### config.mk
export PLATFORM = sky130hd
export DESIGN_NAME = cnn_layer_accel_weight_loader
export DESIGN_NICKNAME = d
export VERILOG_FILES = /design/src/rtl/cnn_layer_accel_weight_loader.sv
export SDC_FILE = /design/constraint.sdc
export NUM_CORES = 1
export LEC_CHECK = 0
export ABC_AREA = 1
export BUFFER_PORTS_ARGS = -buffer_cell sky130_fd_sc_hd__buf_2
export CORE_MARGIN = 1.5
export CORE_UTILIZATION = 55
export CTS_CLUSTER_DIAMETER = 100
export DETAILED_ROUTE_END_ITERATION = 7
export PLACE_DENSITY = 0.85
export SETUP_SLACK_MARGIN = 0.5
export SLEW_MARGIN = 0
export SYNTH_ARGS = -nofsm -noshare
export SYNTH_HDL_FRONTEND = slang
export SYNTH_SLANG_ARGS = --single-unit
### constraint.sdc
create_clock -name clk -period 3 [get_ports clk]
set_input_delay 0.3 -clock clk [delete_from_list [all_inputs] [get_ports clk]]
set_output_delay 0.3 -clock clk [all_outputs]
set_load 0.01 [all_outputs]
### src/rtl/cnn_layer_accel_weight_loader.sv
// Weight-table loader: streams (num_kernels+1) kernels of C_KERNEL_WORDS words into the CE weight table.
// Optional build macro WHT_LOADER_CHECKSUM_EN adds a mod-2^16 running sum of written words (wht_checksum).
//
//  state  | meaning
//  IDLE   | waiting for start
//  ACCEPT | job_accept pulse, counters cleared
//  LOAD   | s_ready high, each beat becomes a wren on the next cycle
//  FLUSH  | final wren on the table port
//  DONE   | done pulse, config_mode dropped
module cnn_layer_accel_weight_loader #(
    parameter int C_KERNEL_WORDS     = 9,
    parameter int C_CLG2_MAX_KERNELS = 6
) (
    input  logic                          clk,
    input  logic                          rst,
    input  logic                          start,
    input  logic [C_CLG2_MAX_KERNELS-1:0] num_kernels,
    input  logic                          s_valid,
    output logic                          s_ready,
    input  logic [15:0]                   s_data,
    output logic                          job_accept,
    output logic                          config_mode,
    output logic                          wht_config_wren,
    output logic [15:0]                   wht_config_data,
    output logic                          busy,
    output logic                          done
`ifdef WHT_LOADER_CHECKSUM_EN
    ,
    output logic [15:0]                   wht_checksum
`endif
);

    localparam int WCW = (C_KERNEL_WORDS > 1) ? $clog2(C_KERNEL_WORDS) : 1;
    localparam logic [WCW-1:0] LAST_WORD = WCW'(C_KERNEL_WORDS - 1);

    typedef enum logic [2:0] {
        IDLE   = 3'd0,
        ACCEPT = 3'd1,
        LOAD   = 3'd2,
        FLUSH  = 3'd3,
        DONE   = 3'd4
    } state_t;

    state_t                        state_q;
    logic [WCW-1:0]                word_cnt_q;
    logic [C_CLG2_MAX_KERNELS-1:0] kern_cnt_q;
    logic [C_CLG2_MAX_KERNELS-1:0] num_q;
    logic                          s_ready_q;
    logic                          job_accept_q;
    logic                          config_mode_q;
    logic                          wren_q;
    logic [15:0]                   data_q;
    logic                          busy_q;
    logic                          done_q;
    logic                          beat;

    assign beat = s_valid && s_ready_q;

    // Outputs are registered against the next state so they line up with state_q.
    always_ff @(posedge clk) begin
        if (rst) begin
            state_q       <= IDLE;
            word_cnt_q    <= '0;
            kern_cnt_q    <= '0;
            num_q         <= '0;
            s_ready_q     <= 1'b0;
            job_accept_q  <= 1'b0;
            config_mode_q <= 1'b0;
            wren_q        <= 1'b0;
            data_q        <= '0;
            busy_q        <= 1'b0;
            done_q        <= 1'b0;
        end else begin
            job_accept_q <= 1'b0;
            done_q       <= 1'b0;
            wren_q       <= 1'b0;
            case (state_q)
                IDLE: begin
                    if (start) begin
                        state_q       <= ACCEPT;
                        num_q         <= num_kernels;
                        word_cnt_q    <= '0;
                        kern_cnt_q    <= '0;
                        job_accept_q  <= 1'b1;
                        config_mode_q <= 1'b1;
                        busy_q        <= 1'b1;
                    end
                end
                ACCEPT: begin
                    state_q   <= LOAD;
                    s_ready_q <= 1'b1;
                end
                LOAD: begin
                    if (beat) begin
                        wren_q <= 1'b1;
                        data_q <= s_data;
                        if (word_cnt_q == LAST_WORD) begin
                            word_cnt_q <= '0;
                            // Leave before kern_cnt_q would step past num_q, so it never wraps.
                            if (kern_cnt_q == num_q) begin
                                state_q   <= FLUSH;
                                s_ready_q <= 1'b0;
                            end else begin
                                kern_cnt_q <= kern_cnt_q + 1'b1;
                            end
                        end else begin
                            word_cnt_q <= word_cnt_q + 1'b1;
                        end
                    end
                end
                FLUSH: begin
                    state_q       <= DONE;
                    config_mode_q <= 1'b0;
                    done_q        <= 1'b1;
                end
                DONE: begin
                    state_q <= IDLE;
                    busy_q  <= 1'b0;
                end
                default: begin
                    state_q       <= IDLE;
                    s_ready_q     <= 1'b0;
                    config_mode_q <= 1'b0;
                    busy_q        <= 1'b0;
                end
            endcase
        end
    end

`ifdef WHT_LOADER_CHECKSUM_EN
    logic [15:0] checksum_q;
    logic [15:0] checksum_d;

    always_comb begin
        checksum_d = checksum_q;
        if (state_q == IDLE && start) begin
            checksum_d = '0;
        end else if (state_q == LOAD && beat) begin
            checksum_d = checksum_q + s_data;
        end
    end

    always_ff @(posedge clk) begin
        if (rst) begin
            checksum_q <= '0;
        end else begin
            checksum_q <= checksum_d;
        end
    end

    assign wht_checksum = checksum_q;
`endif

    assign s_ready         = s_ready_q;
    assign job_accept      = job_accept_q;
    assign config_mode     = config_mode_q;
    assign wht_config_wren = wren_q;
    assign wht_config_data = data_q;
    assign busy            = busy_q;
    assign done            = done_q;

endmodule

==> qor.yml <==
outcome:
  status: "completed"
floorplanning:
  initial_core_util: 0.5878
  die_y_um: 60.36
  placementRows: 20
  die_w_um: 60.36
  dieArea_mm2: 0.003643
  core_mm2: 0.003078
  io_pins: 48
sta:
  rsz0062_at_grt: "false"
  slew_headroom: 0.6798
  post-route-period-util: 0.4967
  clock-skew-final_ps: 5.479
  tightest_slew_ps: 480.2
  hold-worst-slack_ps: 189.4
  drv_slew: 0
  fin_crit_ps: 1490
  fmax_mhz: 671.1
  setup_viol: 0
  fin_setup_tns_ps: 0
  hold_viol_final: 0
clocking:
  cts_tree: "yes"
  cts.sink_count: 41
  cts_max_level: 2
  clockRootBuffer: "clkbuf_4"
  cts_resized: 0
  postCtsSetupBuffers: 0
  cts.path.max_buffers: 2
  clk_pin_slew_worst_paths_ps: 120
  insertion_delay_ps: 340
  ctsHoldBuffers: 0
  cts_inserted_buffers: 5
logic_synthesis:
  synth_top_family_by_area: "simple AND/OR/NAND/NOR gates"
  ys_ff_latch: 41
  yosys.area_share.adder: 0.02075
  synthesis.nets: 276
  synth_area_mm2: 0.001809
  yosysSeqAreaShare: 0.4537
  synth_compound_area_frac: 0.1120
  synth_cell_types: 27
  avgSynthCellArea_um2: 7.325
  synth-simple-area-share: 0.3147
  synthXorXnorAreaFrac: 0.01936
  yosys_warnings: 0
  syn_inst: 247
  synthMuxAreaShare: 0
drt:
  drc: 0
  postRouteAntennaNets: 0
  vias: 1654
  wl_per_cell_um: 10.69
  first_iter_violations: 49
  wl_um: 3612
  drt-vias-per-instance: 4.893
  drtPass1Iterations: 4
hold_path:
  hold_path_end: "wht_config_data[7]"
  hp-start: "s_data[7]"
  hold_class: "primary input to flip-flop"
  hold_depth: 3
cells_and_area:
  finish.utilization: 0.6898
  layoutNonFillerInstCount: 338
  nets: 322
  area_growth_pct: 17.36
  fillCellCount: 302
  antenna_cells: 0
  drive_gt1_frac: 0.2449
job:
  cap_violations: 0
setup_path:
  rr_startpoint: "state_q[0]"
  cp-end-kind: "flip-flop"
  criticalPathCategory: "flip-flop to flip-flop"
  reg2reg_setup_slack_ps: 1510
  cp.arrival_ps: 1720
  cp.required_ps: 3230
  r2r_cells: 8
  crit_path_start_kind: "flip-flop"
  r2r-end: "word_cnt_q[1]"
  critPathMaxFanout: 16
placement:
  gp_congestion: 0.8256
  hpwl_um: 2656
  port_buffers: 47
  place_inst: 330
power:
  power_density_mw_per_mm2: 693.5
  total_leakage_power_nw: 1.007
  ir_drop_mv: 0.4699
  finalPower_mw: 1.472
grt:
  grt_max_degree: 29
  grt_first_pass_wirelength_um: 6058
  grt_overflow: 0
  antenna_found_initial: 0
  grt_pass1_vias: 1530
  grt_use_total: 0.2215
==> cells in the mapped netlist <==
cell type,count,share of area
inv_1,22,0.046
nand3_1,17,0.047
inv_2,4,0.0083
nor3b_1,1,0.0042
a21oi_1,29,0.080
nor2_1,28,0.058
nand2_4,3,0.019
buf_6,1,0.0062
nor2_8,1,0.011
nand2_1,65,0.13
buf_2,1,0.0028
xor2_1,4,0.019
nand4_2,1,0.0069
or2_2,1,0.0035
nor3_1,1,0.0028
ha_1,3,0.021
nor2_2,2,0.0069
o21bai_1,1,0.0042
o21ai_2,1,0.0048
buf_1,1,0.0021
clkbuf_1,3,0.0062
a31oi_1,1,0.0035
nand2_2,4,0.014
dfxtp_1,41,0.45
and3_1,2,0.0069
o21ai_0,7,0.019
buf_4,2,0.0083
==> sequential cells by signal (all words and copies together) (netlist names) <==
signal and flops:
job_accept 1, word_cnt_q 4, busy 1, wht_config_wren 1, config_mode 1, kern_cnt_q 6, num_q 6, done 1
wht_config_data 16, s_ready 1, state_q 3
==> layout make-up <==
| class | count | area [µm²] | area share |
|---|---|---|---|
| multi-input cells | 172 | 844.6 | 0.3978 |
| flip-flops and latches | 41 | 820.8 | 0.3866 |
| repair buffers | 47 | 235.2 | 0.1108 |
| inverters | 26 | 97.59 | 0.04596 |
| clock buffers | 7 | 65.06 | 0.03064 |
| well taps | 44 | 55.05 | 0.02593 |
| clock inverters | 1 | 5.005 | 0.002357 |
==> per-stage QoR <==
stage                     setup WS, ps  area (µm²)
after global placement            1563        2053
after global routing              1347        2123
final                             1510        2123
after detailed placement          1537        2053
after CTS                         1511        2123
after floorplan                   1756        1809
==> layer usage <==
| layer | vias to the layer above | GRT usage | wire length (µm) |
|---|---|---|---|
| met4 | 0 | 0.06984 | 44 |
| met3 | 6 | 0.08316 | 294 |
| met5 | - | 0 | 0 |
| met1 | 722 | 0.2547 | 1525 |
| li1 | 872 | - | - |
| met2 | 54 | 0.3820 | 1748 |
==> how the worst max path moves through the flow <==
stage	from	end	slack, ps	depth (start not counted)
3_3_place_gp	state_q[0]	word_cnt_q[1]	1560	8
2_1_floorplan	word_cnt_q[0]	kern_cnt_q[4]	1760	9
3_5_place_dp	state_q[0]	word_cnt_q[1]	1540	8
4_1_cts	state_q[0]	word_cnt_q[1]	1510	8
5_1_grt	state_q[0]	word_cnt_q[1]	1350	8
6_report	state_q[0]	word_cnt_q[1]	1510	8
==> report_power, final <==
| group | internal [mW] | switching, mW | leakage [nW] |
|---|---|---|---|
| combinational | 0.174 | 0.318 | 0.633 |
| clock | 0.136 | 0.173 | 0.0413 |
| sequential | 0.617 | 0.0549 | 0.334 |
==> placed cells by master (no fill, tap or decap) <==
master and instances:
nand2_1 65, buf_2 47, dfxtp_1 41, a21oi_1 29, nor2_1 28, inv_1 22
nand3_1 17, o21ai_0 7, clkbuf_4 5, inv_2 4, nand2_2 4, xor2_1 4
nand2_4 3, ha_1 3, nor2_2 2, and3_1 2, clkbuf_8 2, nor2_8 1
o21ai_2 1, nand4_2 1, nor3b_1 1, or2_2 1, o21bai_1 1, nor3_1 1
a31oi_1 1, clkinv_2 1
==> critical path, cell delays in order (launching register included) <==
cell and delay, ps:
dfxtp_1 360, nor2_1 210, inv_2 60, nor2_1 120, nand2_2 220, nand2_4 170
nor2_1 50, a31oi_1 130, nor2_1 50
==> logic make-up after synthesis <==
group                    after synthesis
adder cells (fa/ha/maj)                3
flip-flops                            41
AND/OR/NAND/NOR                      126
buffers and inverters                 34
XOR/XNOR                               4
AO/OA/AOI/OAI                         39
Note: power is estimated with default switching activity, not from simulation.
